## config.mk

```make
export PLATFORM = sky130hd
export DESIGN_NAME = oled_power_sequencer
export DESIGN_NICKNAME = d
export VERILOG_FILES = /design/src/rtl/oled_pkg.sv /design/src/rtl/oled_init_rom.sv /design/src/rtl/oled_power_sequencer.sv
export SDC_FILE = /design/constraint.sdc
export NUM_CORES = 1
export LEC_CHECK = 0
export ABC_CLOCK_PERIOD_IN_PS = 3300
export CAP_MARGIN = 20
export CORE_MARGIN = 2
export CORE_UTILIZATION = 56
export DETAILED_ROUTE_END_ITERATION = 8
export PLACE_DENSITY_LB_ADDON = 0.1
export SYNTH_ARGS = -nofsm -noshare
export SYNTH_HDL_FRONTEND = slang
export SYNTH_SLANG_ARGS = --single-unit
```

## constraint.sdc

```tcl
create_clock -name clock -period 3.3 [get_ports clock]
set_input_delay 0.825 -clock clock [delete_from_list [all_inputs] [get_ports clock]]
set_output_delay 0.825 -clock clock [all_outputs]
set_load 0.005 [all_outputs]
```

## src/rtl/oled_pkg.sv

```systemverilog
// Shared state encoding, init command bytes and command-block boundaries for the OLED sequencer.
package oled_pkg;

  typedef enum logic [3:0] {
    ST_IDLE,
    ST_VDD_ON,
    ST_WAIT_VDD,
    ST_RES_LOW,
    ST_WAIT_RES,
    ST_RES_HIGH,
    ST_WAIT_RES2,
    ST_VBAT_ON,
    ST_WAIT_VBAT,
    ST_DGAP,
    ST_SEND,
    ST_SGAP,
    ST_DONE
  } state_t;

  localparam int NUM_CMDS = 12;

  localparam logic [7:0] CMD_DISPLAY_OFF   = 8'hAE;
  localparam logic [7:0] CMD_CHARGE_PUMP   = 8'h8D;
  localparam logic [7:0] CMD_CP_ENABLE     = 8'h14;
  localparam logic [7:0] CMD_PRECHARGE     = 8'hD9;
  localparam logic [7:0] CMD_PRECHARGE_VAL = 8'hF1;
  localparam logic [7:0] CMD_CONTRAST      = 8'h81;
  localparam logic [7:0] CMD_CONTRAST_VAL  = 8'h0F;
  localparam logic [7:0] CMD_SEG_REMAP     = 8'hA0;
  localparam logic [7:0] CMD_COM_SCAN_DIR  = 8'hC0;
  localparam logic [7:0] CMD_COM_PINS      = 8'hDA;
  localparam logic [7:0] CMD_COM_PINS_VAL  = 8'h00;
  localparam logic [7:0] CMD_DISPLAY_ON    = 8'hAF;

  // Last index of each command block; the sequencer changes phase after these.
  localparam logic [3:0] IDX_BLK0_END = 4'd0;
  localparam logic [3:0] IDX_BLK1_END = 4'd4;
  localparam logic [3:0] IDX_BLK2_END = 4'(NUM_CMDS - 1);

endpackage

```

## src/rtl/oled_init_rom.sv

```systemverilog
// SSD1306 init command ROM: combinational index-to-byte lookup, zero latency, no flow control.
module oled_init_rom
  import oled_pkg::*;
(
  input  logic [3:0] index,
  output logic [7:0] command
);

  always_comb begin
    command = 8'h00;
    case (index)
      4'd0:    command = CMD_DISPLAY_OFF;
      4'd1:    command = CMD_CHARGE_PUMP;
      4'd2:    command = CMD_CP_ENABLE;
      4'd3:    command = CMD_PRECHARGE;
      4'd4:    command = CMD_PRECHARGE_VAL;
      4'd5:    command = CMD_CONTRAST;
      4'd6:    command = CMD_CONTRAST_VAL;
      4'd7:    command = CMD_SEG_REMAP;
      4'd8:    command = CMD_COM_SCAN_DIR;
      4'd9:    command = CMD_COM_PINS;
      4'd10:   command = CMD_COM_PINS_VAL;
      4'd11:   command = CMD_DISPLAY_ON;
      default: command = 8'h00;
    endcase
  end

endmodule

```

## src/rtl/oled_power_sequencer.sv

```systemverilog
// SSD1306 power-up: rails and init bytes in order, each delay/SPI request held until its done pulse,
// then one idle gap cycle; all outputs registered, stray done pulses are ignored.
module oled_power_sequencer
  import oled_pkg::*;
#(
  parameter int VBAT_WAIT_UNITS = 50
) (
  input  logic       clock,
  input  logic       reset,
  input  logic       start,
  output logic       delay_enable,
  input  logic       delay_done,
  output logic [7:0] spi_data,
  output logic       spi_send,
  input  logic       spi_done,
  output logic       oled_dc,
  output logic       oled_res,
  output logic       oled_vdd,
  output logic       oled_vbat,
  output logic       busy,
  output logic       init_done
);

  localparam int UW = $clog2(VBAT_WAIT_UNITS + 1);

  state_t        state;
  state_t        wait_src;
  logic [3:0]    idx;
  logic [UW-1:0] unit_cnt;
  logic [7:0]    rom_byte;

  oled_init_rom u_rom (
    .index   (idx),
    .command (rom_byte)
  );

  assign oled_dc = 1'b0;

  always_ff @(posedge clock) begin
    if (reset) begin
      state        <= ST_IDLE;
      wait_src     <= ST_IDLE;
      idx          <= '0;
      unit_cnt     <= '0;
      delay_enable <= 1'b0;
      spi_send     <= 1'b0;
      spi_data     <= 8'h00;
      oled_res     <= 1'b1;
      oled_vdd     <= 1'b1;
      oled_vbat    <= 1'b1;
      busy         <= 1'b0;
      init_done    <= 1'b0;
    end else begin
      case (state)
        ST_IDLE: begin
          if (start) begin
            busy  <= 1'b1;
            state <= ST_VDD_ON;
          end
        end
        ST_VDD_ON: begin
          oled_vdd     <= 1'b0;
          delay_enable <= 1'b1;
          state        <= ST_WAIT_VDD;
        end
        ST_WAIT_VDD, ST_WAIT_RES, ST_WAIT_RES2, ST_WAIT_VBAT: begin
          if (delay_done) begin
            delay_enable <= 1'b0;
            wait_src     <= state;
            state        <= ST_DGAP;
            if (state == ST_WAIT_VBAT) unit_cnt <= unit_cnt + UW'(1);
          end
        end
        // wait_src remembers which wait just finished so one gap state serves all of them.
        ST_DGAP: begin
          if (wait_src == ST_WAIT_RES) begin
            state <= ST_RES_HIGH;
          end else if (wait_src == ST_WAIT_VBAT && unit_cnt != UW'(VBAT_WAIT_UNITS)) begin
            delay_enable <= 1'b1;
            state        <= ST_WAIT_VBAT;
          end else begin
            spi_send <= 1'b1;
            spi_data <= rom_byte;
            state    <= ST_SEND;
          end
        end
        ST_RES_LOW: begin
          oled_res     <= 1'b0;
          delay_enable <= 1'b1;
          state        <= ST_WAIT_RES;
        end
        ST_RES_HIGH: begin
          oled_res     <= 1'b1;
          delay_enable <= 1'b1;
          state        <= ST_WAIT_RES2;
        end
        ST_VBAT_ON: begin
          oled_vbat    <= 1'b0;
          delay_enable <= 1'b1;
          unit_cnt     <= '0;
          state        <= ST_WAIT_VBAT;
        end
        ST_SEND: begin
          if (spi_done) begin
            spi_send <= 1'b0;
            idx      <= idx + 4'd1;
            state    <= ST_SGAP;
          end
        end
        // idx already points past the byte just sent.
        ST_SGAP: begin
          if (idx == IDX_BLK0_END + 4'd1) begin
            state <= ST_RES_LOW;
          end else if (idx == IDX_BLK1_END + 4'd1) begin
            state <= ST_VBAT_ON;
          end else if (idx == IDX_BLK2_END + 4'd1) begin
            init_done <= 1'b1;
            busy      <= 1'b0;
            state     <= ST_DONE;
          end else begin
            spi_send <= 1'b1;
            spi_data <= rom_byte;
            state    <= ST_SEND;
          end
        end
        ST_DONE: state <= ST_DONE;
        default: state <= ST_IDLE;
      endcase
    end
  end

endmodule

```

==> results.cfg, run 1 <==
[timing]
skew_ns = 0.00493
final_max_slew_viol_count = 0
setup_viol = 0
relSlewSlack_pct = 56.4
period_share_pct = 85.3
fin_setup_tns_ns = 0
worstMarginPinSlew_ns = 0.644
timing.fmax_mhz = 355
fin_ws_ns = 0.485
min_period_ns = 2.82
rsz0062_at_grt = no
finalHoldViolations = 0

[route]
first_iter_violations = 150
ant_nets = 0
firstDrtPassIters = 4
vias_per_cell = 5.51
drc = 0
routedWlPerCell_um = 13.2
drt_wl_total_um = 4170
vias = 1737

[place]
post-dp-hpwl_um = 3050
io_buffers = 19
pre_cts_ws_ns = 0.171
dp.cells = 307
gp_congestion = 0.850

[die]
core-area_mm2 = 0.00369
die_area_mm2 = 0.00439
io_pins = 21
die_h_um = 66.3
start_util_pct = 58.9
rows = 22
fp.dieW_um = 66.3

[worst_setup_path]
cp-end-kind = register
worstSetupPathType = input pin to register
r2r_start = idx[0]
startpoint = spi_done
crit_fanout = 8
r2r_setup_slack_ns = 1.02
critPathLaunchType = input pin
r2r-end = u_rom.command[1]
endpoint = u_rom.command[1]
r2r_cells = 8
cp.required_ns = 3.48
critPathArrivalTime_ns = 2.99

[yosys]
synth_ff_type = dfxtp_1
ys_types = 51
async_flop_share_pct = 0
synth_nets = 261
netlist_instances = 245
synth_warnings = 0
synth_top_area_share_pct = 37.8
ys_ff_latch = 41
syn_avg_cell_area_um2 = 8.86
seq_area_frac_synth_pct = 37.8
synth.top_cells.by_area = dfxtp_1 (38%), mux2i_1 (7.4%), ha_1 (6.3%), nor2_1 (5.2%), a21oi_1 (3.0%)
yosys.area.top_type = dfxtp_1
netlist_area_mm2 = 0.00217
synth_edf_count = 0

[run_status]
status = finished, final reports clean

[clocking]
cts_tree = yes
cts_setup_buffers = 0
postCtsHoldBufs = 0
cts-root-buf = clkbuf_8
cts.htree.levels = 2
cts_made_buffers = 5
cts_resized = 0
ctsLongestPathBuffers = 2
insertion_delay_ns = 0.29
clk_pin_slew_ns = 0.08
clock-sinks = 41

[grt]
grt_pass1_vias = 1572
grt_usage_pct = 20.8
grt_max_degree = 22
overflow = 0
antenna_found_initial = 0
grt_pass1_wl_um = 7020

[finish]
mostFrequentLayoutCells = dfxtp_1 (41), nor2_1 (30), clkdlybuf4s50_1 (19), mux2i_1 (16)
drive_gt1_share_pct = 11.2
fin_nets = 282
finalNonFillerCells = 315
areaGrowthSynthToFinish_pct = 15.6
final_common_cell = dfxtp_1
n_antenna_cell = 0

[worst_hold_path]
hp-class = register to register

[run]
maxCapViolations = 0

[power_and_ir_drop]
power_mw = 1.05
leakage_nw = 1.00
power_density_mw_per_mm2 = 418
ir_drop_uv = 362
[kinds of logic after synthesis]
group	Yosys count	share of synthesized area, %
xor+xnor	7	2.82
fa+ha+maj	11	6.34
buf+inv	25	5.42
other cells	1	0.173
flops	41	37.8
compound gates	48	16.0
mux	18	8.41
simple gates	94	23.0
[critical path, stage by stage]
cell and delay (ns):
clkdlybuf4s50_1 0.56, nand4b_4 0.16, or3b_2 0.48, a21oi_1 0.17, inv_1 0.09, ha_1 0.25
nor3b_1 0.15, or3_1 0.30
[metal layers]
layer	up-vias	share of wire (%)	GRT usage, %
li1	898	-	-
met1	800	47	25.9
met2	33	48	35.1
met3	6	3.6	4.09
met4	0	1.4	7.91
met5	-	0	0
[flip-flops by register name, indices dropped and copies added, names as in the netlist]
register / flops
state: 4
u_rom.command: 8
spi_data: 8
oled_vdd: 1
idx: 4
unit_cnt: 6
wait_src: 4
spi_send: 1
init_done: 1
oled_vbat: 1
oled_res: 1
delay_enable: 1
busy: 1
[synthesized netlist by cell type (2+ instances only)]
master    count
nand2b_1      5
nand4_1       2
nor4b_1       2
nor3_1        8
nand3_1       8
inv_1        11
or3b_2        2
mux2_2        2
buf_2         4
a221o_1       2
a31oi_1       3
mux2i_1      16
nand2_1      13
and3_1        3
nor3b_1       2
clkbuf_1      5
o22ai_2       3
or3_1         5
buf_6         2
o21ai_0       8
nor2_1       30
a21o_1        2
dfxtp_1      41
nor2b_1       8
xor2_1        6
a21oi_1      13
ha_1         11
o22ai_1       4
buf_1         2
[layout make-up]
class | count | area [um2]
inverter | 11 | 41.3
sequential | 41 | 821
clock inverter | 2 | 13.8
timing repair buffer | 28 | 258
fill | 320 | 1180
multi-input combinational | 179 | 1230
tap | 48 | 60.1
clock buffer | 6 | 82.6
[worst min-delay path by stage]
stage | start | end | slack [ns] | cells past startpoint
2_1_floorplan | u_rom.command[0] | spi_data[0] | 0.44 | 2
3_3_place_gp | oled_vdd | oled_vdd | 0.44 | 1
3_5_place_dp | oled_vbat | oled_vbat | 0.44 | 1
4_1_cts | oled_vbat | oled_vbat | 0.46 | 1
5_1_grt | oled_vdd | oled_vdd | 0.48 | 1
6_report | oled_vbat | oled_vbat | 0.46 | 1
[report_power, final]
group	switching [mW]	total (mW)	internal, mW
clock	0.173	0.343	0.169
combinational	0.0911	0.171	0.0800
sequential	0.0219	0.534	0.512
[per-stage QoR]
| step | hold WS (ns) | utilization [%] | area, um2 |
|---|---|---|---|
| after floorplan | 0.437 | - | 2170 |
| after global placement | 0.435 | 65.4 | 2410 |
| after detailed placement | 0.443 | 65.4 | 2410 |
| after CTS | 0.464 | 68.0 | 2510 |
| after global routing | 0.478 | 68.0 | 2510 |
| final | 0.457 | 68.0 | 2510 |
(Power assumes the default switching activity.)
==> run 2: changes to the inputs <==
--- a/config.mk
+++ b/config.mk
@@ -10,6 +10,7 @@
 export CORE_MARGIN = 2
 export CORE_UTILIZATION = 56
 export DETAILED_ROUTE_END_ITERATION = 8
+export HOLD_SLACK_MARGIN = 0.08
 export PLACE_DENSITY_LB_ADDON = 0.1
 export SYNTH_ARGS = -nofsm -noshare
 export SYNTH_HDL_FRONTEND = slang
==> results of run 2 <==
Same layout as run 1: the final DEF is identical, and so are final timing and power.
